==> config.mk <==
export PLATFORM = sky130hd
export DESIGN_NAME = riscv_run_monitor
export DESIGN_NICKNAME = d
export VERILOG_FILES = /design/src/rtl/riscv_run_monitor.sv
export SDC_FILE = /design/constraint.sdc
export NUM_CORES = 2
export LEC_CHECK = 0
export CAP_MARGIN = 15
export CORE_MARGIN = 2
export CORE_UTILIZATION = 35
export CTS_BUF_LIST = sky130_fd_sc_hd__clkbuf_16
export CTS_CLUSTER_SIZE = 40
export DETAILED_ROUTE_END_ITERATION = 10
export GPL_TIMING_DRIVEN = 1
export PLACE_DENSITY = 0.54
export REMOVE_ABC_BUFFERS = 1
export SYNTH_ARGS = -nofsm -noshare
export SYNTH_HDL_FRONTEND = slang
export SYNTH_SLANG_ARGS = --single-unit
==> constraint.sdc <==
create_clock -name clk -period 89.8 [get_ports clk]
set_clock_uncertainty 0.2 [all_clocks]
set_input_delay 17.96 -clock clk [delete_from_list [all_inputs] [get_ports clk]]
set_output_delay 17.96 -clock clk [all_outputs]
set_load 0.1 [all_outputs]
==> src/rtl/riscv_run_monitor.sv <==
// Run controller and self-checker for the pipelined RISC-V core: sequences core reset,
// counts RUN cycles/retirements, detects the halting store, then checks a shadow register file.
module riscv_run_monitor #(
  parameter int unsigned XLEN = 32,
  parameter int unsigned RST_CYCLES = 3,
  parameter int unsigned TIMEOUT = 250,
  parameter logic [XLEN-1:0] HALT_ADDR = 32'h0000_0FFC,
  parameter int unsigned NCHK = 4,
  localparam int unsigned FIW = (NCHK > 1) ? $clog2(NCHK) : 1
) (
  input  logic                 clk,
  input  logic                 reset,
  input  logic                 wb_we,
  input  logic [4:0]           wb_rd,
  input  logic [XLEN-1:0]      wb_data,
  input  logic                 retire,
  input  logic                 dmem_we,
  input  logic [XLEN-1:0]      dmem_addr,
  input  logic [XLEN-1:0]      dmem_wdata,
  input  logic [5*NCHK-1:0]    exp_idx,
  input  logic [XLEN*NCHK-1:0] exp_val,
  output logic                 core_reset,
  output logic [31:0]          cycle_count,
  output logic [31:0]          retire_count,
  output logic [XLEN-1:0]      halt_code,
  output logic                 done,
  output logic                 pass,
  output logic                 fail,
  output logic                 timed_out,
  output logic [FIW-1:0]       fail_idx
);

  typedef enum logic [1:0] {S_HOLD, S_RUN, S_CHECK, S_DONE} state_t;

  localparam logic [FIW-1:0] LAST_IDX = FIW'(NCHK - 1);

  state_t          state;
  logic [31:0]     hold_cnt;
  logic [XLEN-1:0] shadow [32];
  logic [FIW-1:0]  chk_idx;
  logic            mismatch;

  logic            halt_hit;
  logic [4:0]      cur_idx;
  logic [XLEN-1:0] cur_exp;
  logic [XLEN-1:0] cur_act;
  logic            cur_miss;
  logic            any_miss;

  assign halt_hit = dmem_we && (dmem_addr == HALT_ADDR);

  // Select the check currently being evaluated; x0 always reads as zero.
  always_comb begin
    cur_idx = '0;
    cur_exp = '0;
    for (int i = 0; i < NCHK; i++) begin
      if (chk_idx == FIW'(i)) begin
        cur_idx = exp_idx[5*i +: 5];
        cur_exp = exp_val[XLEN*i +: XLEN];
      end
    end
    cur_act  = (cur_idx == 5'd0) ? '0 : shadow[cur_idx];
    cur_miss = (cur_act != cur_exp);
    any_miss = mismatch || cur_miss;
  end

  // Shadow register file tracks write-back traffic only while the core runs.
  always_ff @(posedge clk or posedge reset) begin
    if (reset) begin
      for (int r = 0; r < 32; r++) shadow[r] <= '0;
    end else if (state == S_RUN && wb_we && wb_rd != 5'd0) begin
      shadow[wb_rd] <= wb_data;
    end
  end

  always_ff @(posedge clk or posedge reset) begin
    if (reset) begin
      state        <= S_HOLD;
      hold_cnt     <= '0;
      core_reset   <= 1'b1;
      cycle_count  <= '0;
      retire_count <= '0;
      halt_code    <= '0;
      done         <= 1'b0;
      pass         <= 1'b0;
      fail         <= 1'b0;
      timed_out    <= 1'b0;
      fail_idx     <= '0;
      chk_idx      <= '0;
      mismatch     <= 1'b0;
    end else begin
      case (state)
        S_HOLD: begin
          hold_cnt <= hold_cnt + 32'd1;
          if (hold_cnt == 32'(RST_CYCLES - 1)) begin
            state      <= S_RUN;
            core_reset <= 1'b0;
          end
        end
        S_RUN: begin
          cycle_count  <= cycle_count + 32'd1;
          retire_count <= retire_count + {31'd0, retire};
          // A halt on the final allowed cycle still goes to CHECK.
          if (halt_hit) begin
            halt_code  <= dmem_wdata;
            state      <= S_CHECK;
            core_reset <= 1'b1;
          end else if (cycle_count == 32'(TIMEOUT - 1)) begin
            state      <= S_DONE;
            core_reset <= 1'b1;
            done       <= 1'b1;
            fail       <= 1'b1;
            timed_out  <= 1'b1;
          end
        end
        S_CHECK: begin
          if (cur_miss && !mismatch) begin
            mismatch <= 1'b1;
            fail_idx <= chk_idx;
          end
          if (chk_idx == LAST_IDX) begin
            state <= S_DONE;
            done  <= 1'b1;
            pass  <= !any_miss && (halt_code == XLEN'(1));
            fail  <= !(!any_miss && (halt_code == XLEN'(1)));
          end else begin
            chk_idx <= chk_idx + FIW'(1);
          end
        end
        S_DONE: begin
          core_reset <= 1'b1;
        end
        default: state <= S_HOLD;
      endcase
    end
  end

endmodule
==> flow_summary.ini <==
[grt]
gr-usage-met2 = 0.378
grt_use_met1 = 0.319
antenna_found_initial = 6
overflow = 0
grt_pass1_vias = 38700
grtUsageMet3 = 0.0408
grtUsageTotal = 0.233
top_usage_layer = met2
grt_max_degree = 160
grt_pass1_wl_um = 273000

[yosys]
synth_warnings = 0
postSynth.asyncResetShare = 1.00
syn_inst = 4653
synth_top_area_share = 0.526
synth_area_leader_cell = dfrtp_1
syn_area_per_cell_um2 = 11.7
synth_most_common_cell = dfrtp_1
yosys-top-cells-area = dfrtp_1 (53%), mux2_2 (21%), nand2_1 (4.5%), mux2i_1 (3.6%), nand3_1 (1.9%)
synth_edf_count = 0
synth_area_um2 = 54500
synth_common_cells = dfrtp_1 (1,147), mux2_2 (1,020), nand2_1 (654)
synthFlopType = dfrtp_1
synth.ff_latch_count = 1148
synth.distinct_cells = 81
seq_area_frac_synth = 0.527

[route]
routedWlPerCell_um = 26.7
drt-vias-per-instance = 5.55
drt_first_pass_iters = 6
ant_nets = 0
routed_wl_um = 187000
vias = 39000
first_iter_violations = 3088
drc = 0

[pwr]
finalPower_mw = 1.40
power.leakage_nw = 28.6
vdd_drop_max_v = 0.0000207
pwr_density_cell_nw_per_um2 = 21.8

[worst_setup_path]
startpoint_type = input pin
r2r_start = chk_idx[0]
reg2regPathDepth = 16
required_ns = 90.26
rrSetupSlack_ns = 81.56
r2r-end = fail_idx[1]
startpoint = exp_idx[5]
critPathKind = input pin to flop
cp-endpoint = fail_idx[1]
end_kind = flop
path_max_fanout = 137
cp.arrival_ns = 24.85

[finish]
layout-drive-gt1-share = 0.281
finalNonFillerCells = 7019
fin_nets = 5139
fin_util = 0.416
area_growth_pct = 17.9
final_cell_area_um2 = 64300

[timing]
tightest_slew_ns = 1.28
hold_violations = 0
finalCriticalPeriod_ns = 24.39
post-route-period-util = 0.272
relSlewSlack = 0.145
finalMaxSlewViolations = 0
finalSetupViolCount = 0
rsz0062_at_grt = no
tns_ns = 0
fmax_mhz = 41.0

[cts]
cts_tree = yes
path_clk_slew_ns = 0.06
max-clock-path-buffers = 3
htreeDepth = 4
cts_hold_buf = 0
clk_latency_ns = 0.79
cts-root-buf = clkbuf_16
cts_buffers = 133
clock_sinks = 1148
postCtsResizedCells = 0
post-cts-setup-buffers = 0

[floorplan]
die_w_um = 399
row_count = 144
ios = 357
core_um2 = 154000
fp.dieH_um = 399
die_area_um2 = 159000
start_util = 0.353

[status]
status = completed

[placed_design]
dpl.cell_count = 6768
place_congestion = 0.802
io_buffer_count = 356
hpwl_um = 110000
placed_area_um2 = 60000

[hold_path]
hold_class = flop to flop

[job]
cap_viol_max_count = 0
## critical path: stages
cell and delay, ns:
clkdlybuf4s50_1 0.56, a211oi_2 0.80, a211o_4 0.80, buf_12 0.69, buf_4 0.67, mux2i_1 0.17
a32oi_1 0.20, a21oi_1 0.10, nor3_1 0.61, o21ai_0 0.19, nor4_1 0.87, nand4_1 0.45
o21ai_2 0.29, mux2_1 0.34
## power breakdown
group	switching [mW]	internal, mW
Clock	0.230	0.289
Combinational	0.119	0.113
Sequential	0.0454	0.607
## cell families (layout without fill, tap and decap cells)
logic type / Yosys count / in the layout / synth area share
adders and majority gates: 16 / 16 / 0.00367
and+or+nand+nor: 1224 / 1224 / 0.101
buffers and inverters: 426 / 744 / 0.0354
AOI/OAI and AO/OA: 493 / 493 / 0.0614
other: 0 / 4 / 0
muxes: 1233 / 1233 / 0.253
xor gates and xnor gates: 113 / 113 / 0.0182
DFF: 1148 / 1148 / 0.527
## state kept, by name, indices dropped and copies added (netlist names)
name and flops:
chk_idx 2, core_reset 1, cycle_count 32, done 1, fail 1, fail_idx 2
halt_code 32, hold_cnt 32, mismatch 1, pass 1, retire_count 32, shadow 1008
state 2, timed_out 1
## how the worst min path moves through the flow
| stage | startpoint | depth (start not counted) | endpoint | slack [ns] |
|---|---|---|---|---|
| 6_report | shadow[1006] | 0 | shadow[1006] | 0.18 |
| 5_1_grt | shadow[1003] | 0 | shadow[1003] | 0.18 |
| 4_1_cts | shadow[1003] | 0 | shadow[1003] | 0.18 |
| 3_5_place_dp | shadow[1003] | 0 | shadow[1003] | 0.17 |
| 3_3_place_gp | shadow[995] | 0 | shadow[995] | 0.16 |
| 2_1_floorplan | shadow[998] | 0 | shadow[998] | 0.15 |
## layout by cell type (no fill, tap or decap), drive strengths merged, types with 14 or more instances in the layout
| cell type | n |
|---|---|
| dfrtp | 1147 |
| mux2 | 1024 |
| nand2 | 655 |
| clkdlybuf4s50 | 356 |
| nand3 | 203 |
| mux2i | 194 |
| nor2 | 143 |
| clkbuf | 136 |
| a21oi | 123 |
| buf | 115 |
| xnor2 | 86 |
| o21ai | 83 |
| inv | 74 |
| nand4 | 61 |
| clkinv | 54 |
| a31oi | 41 |
| and3 | 38 |
| a22oi | 37 |
| a32oi | 35 |
| nor4 | 32 |
| a211oi | 32 |
| xor2 | 27 |
| nor3 | 25 |
| o221ai | 22 |
| o22ai | 19 |
| ha | 16 |
| mux4 | 15 |
| a2111oi | 14 |
## metal layers
metal | share of wire | vias up | wire (µm)
met5 | 0.00025 | - | 46
li1 | - | 17000 | -
met3 | 0.063 | 286 | 11900
met2 | 0.47 | 1253 | 87900
met4 | 0.027 | 6 | 4990
met1 | 0.44 | 20400 | 82600
## stage by stage
stage | setup slack (ns) | hold slack [ns]
CTS | 65.63 | 0.180
detailed placement | 64.86 | 0.165
floorplan | 39.31 | 0.149
global placement | 64.87 | 0.165
global route | 65.20 | 0.183
finish | 65.41 | 0.176
## layout make-up
cell class                      count  area [µm²]
Clock buffer                      133        3330
Antenna cell                        4        10.0
Timing Repair Buffer              474        4680
Multi-Input combinational cell   3079       24100
Inverter                           33         131
Clock inverter                    104         756
Fill cell                       14700       90100
Tap cell                         2044        2560
Sequential cell                  1148       28700
Power figures use the tool's default switching activity.
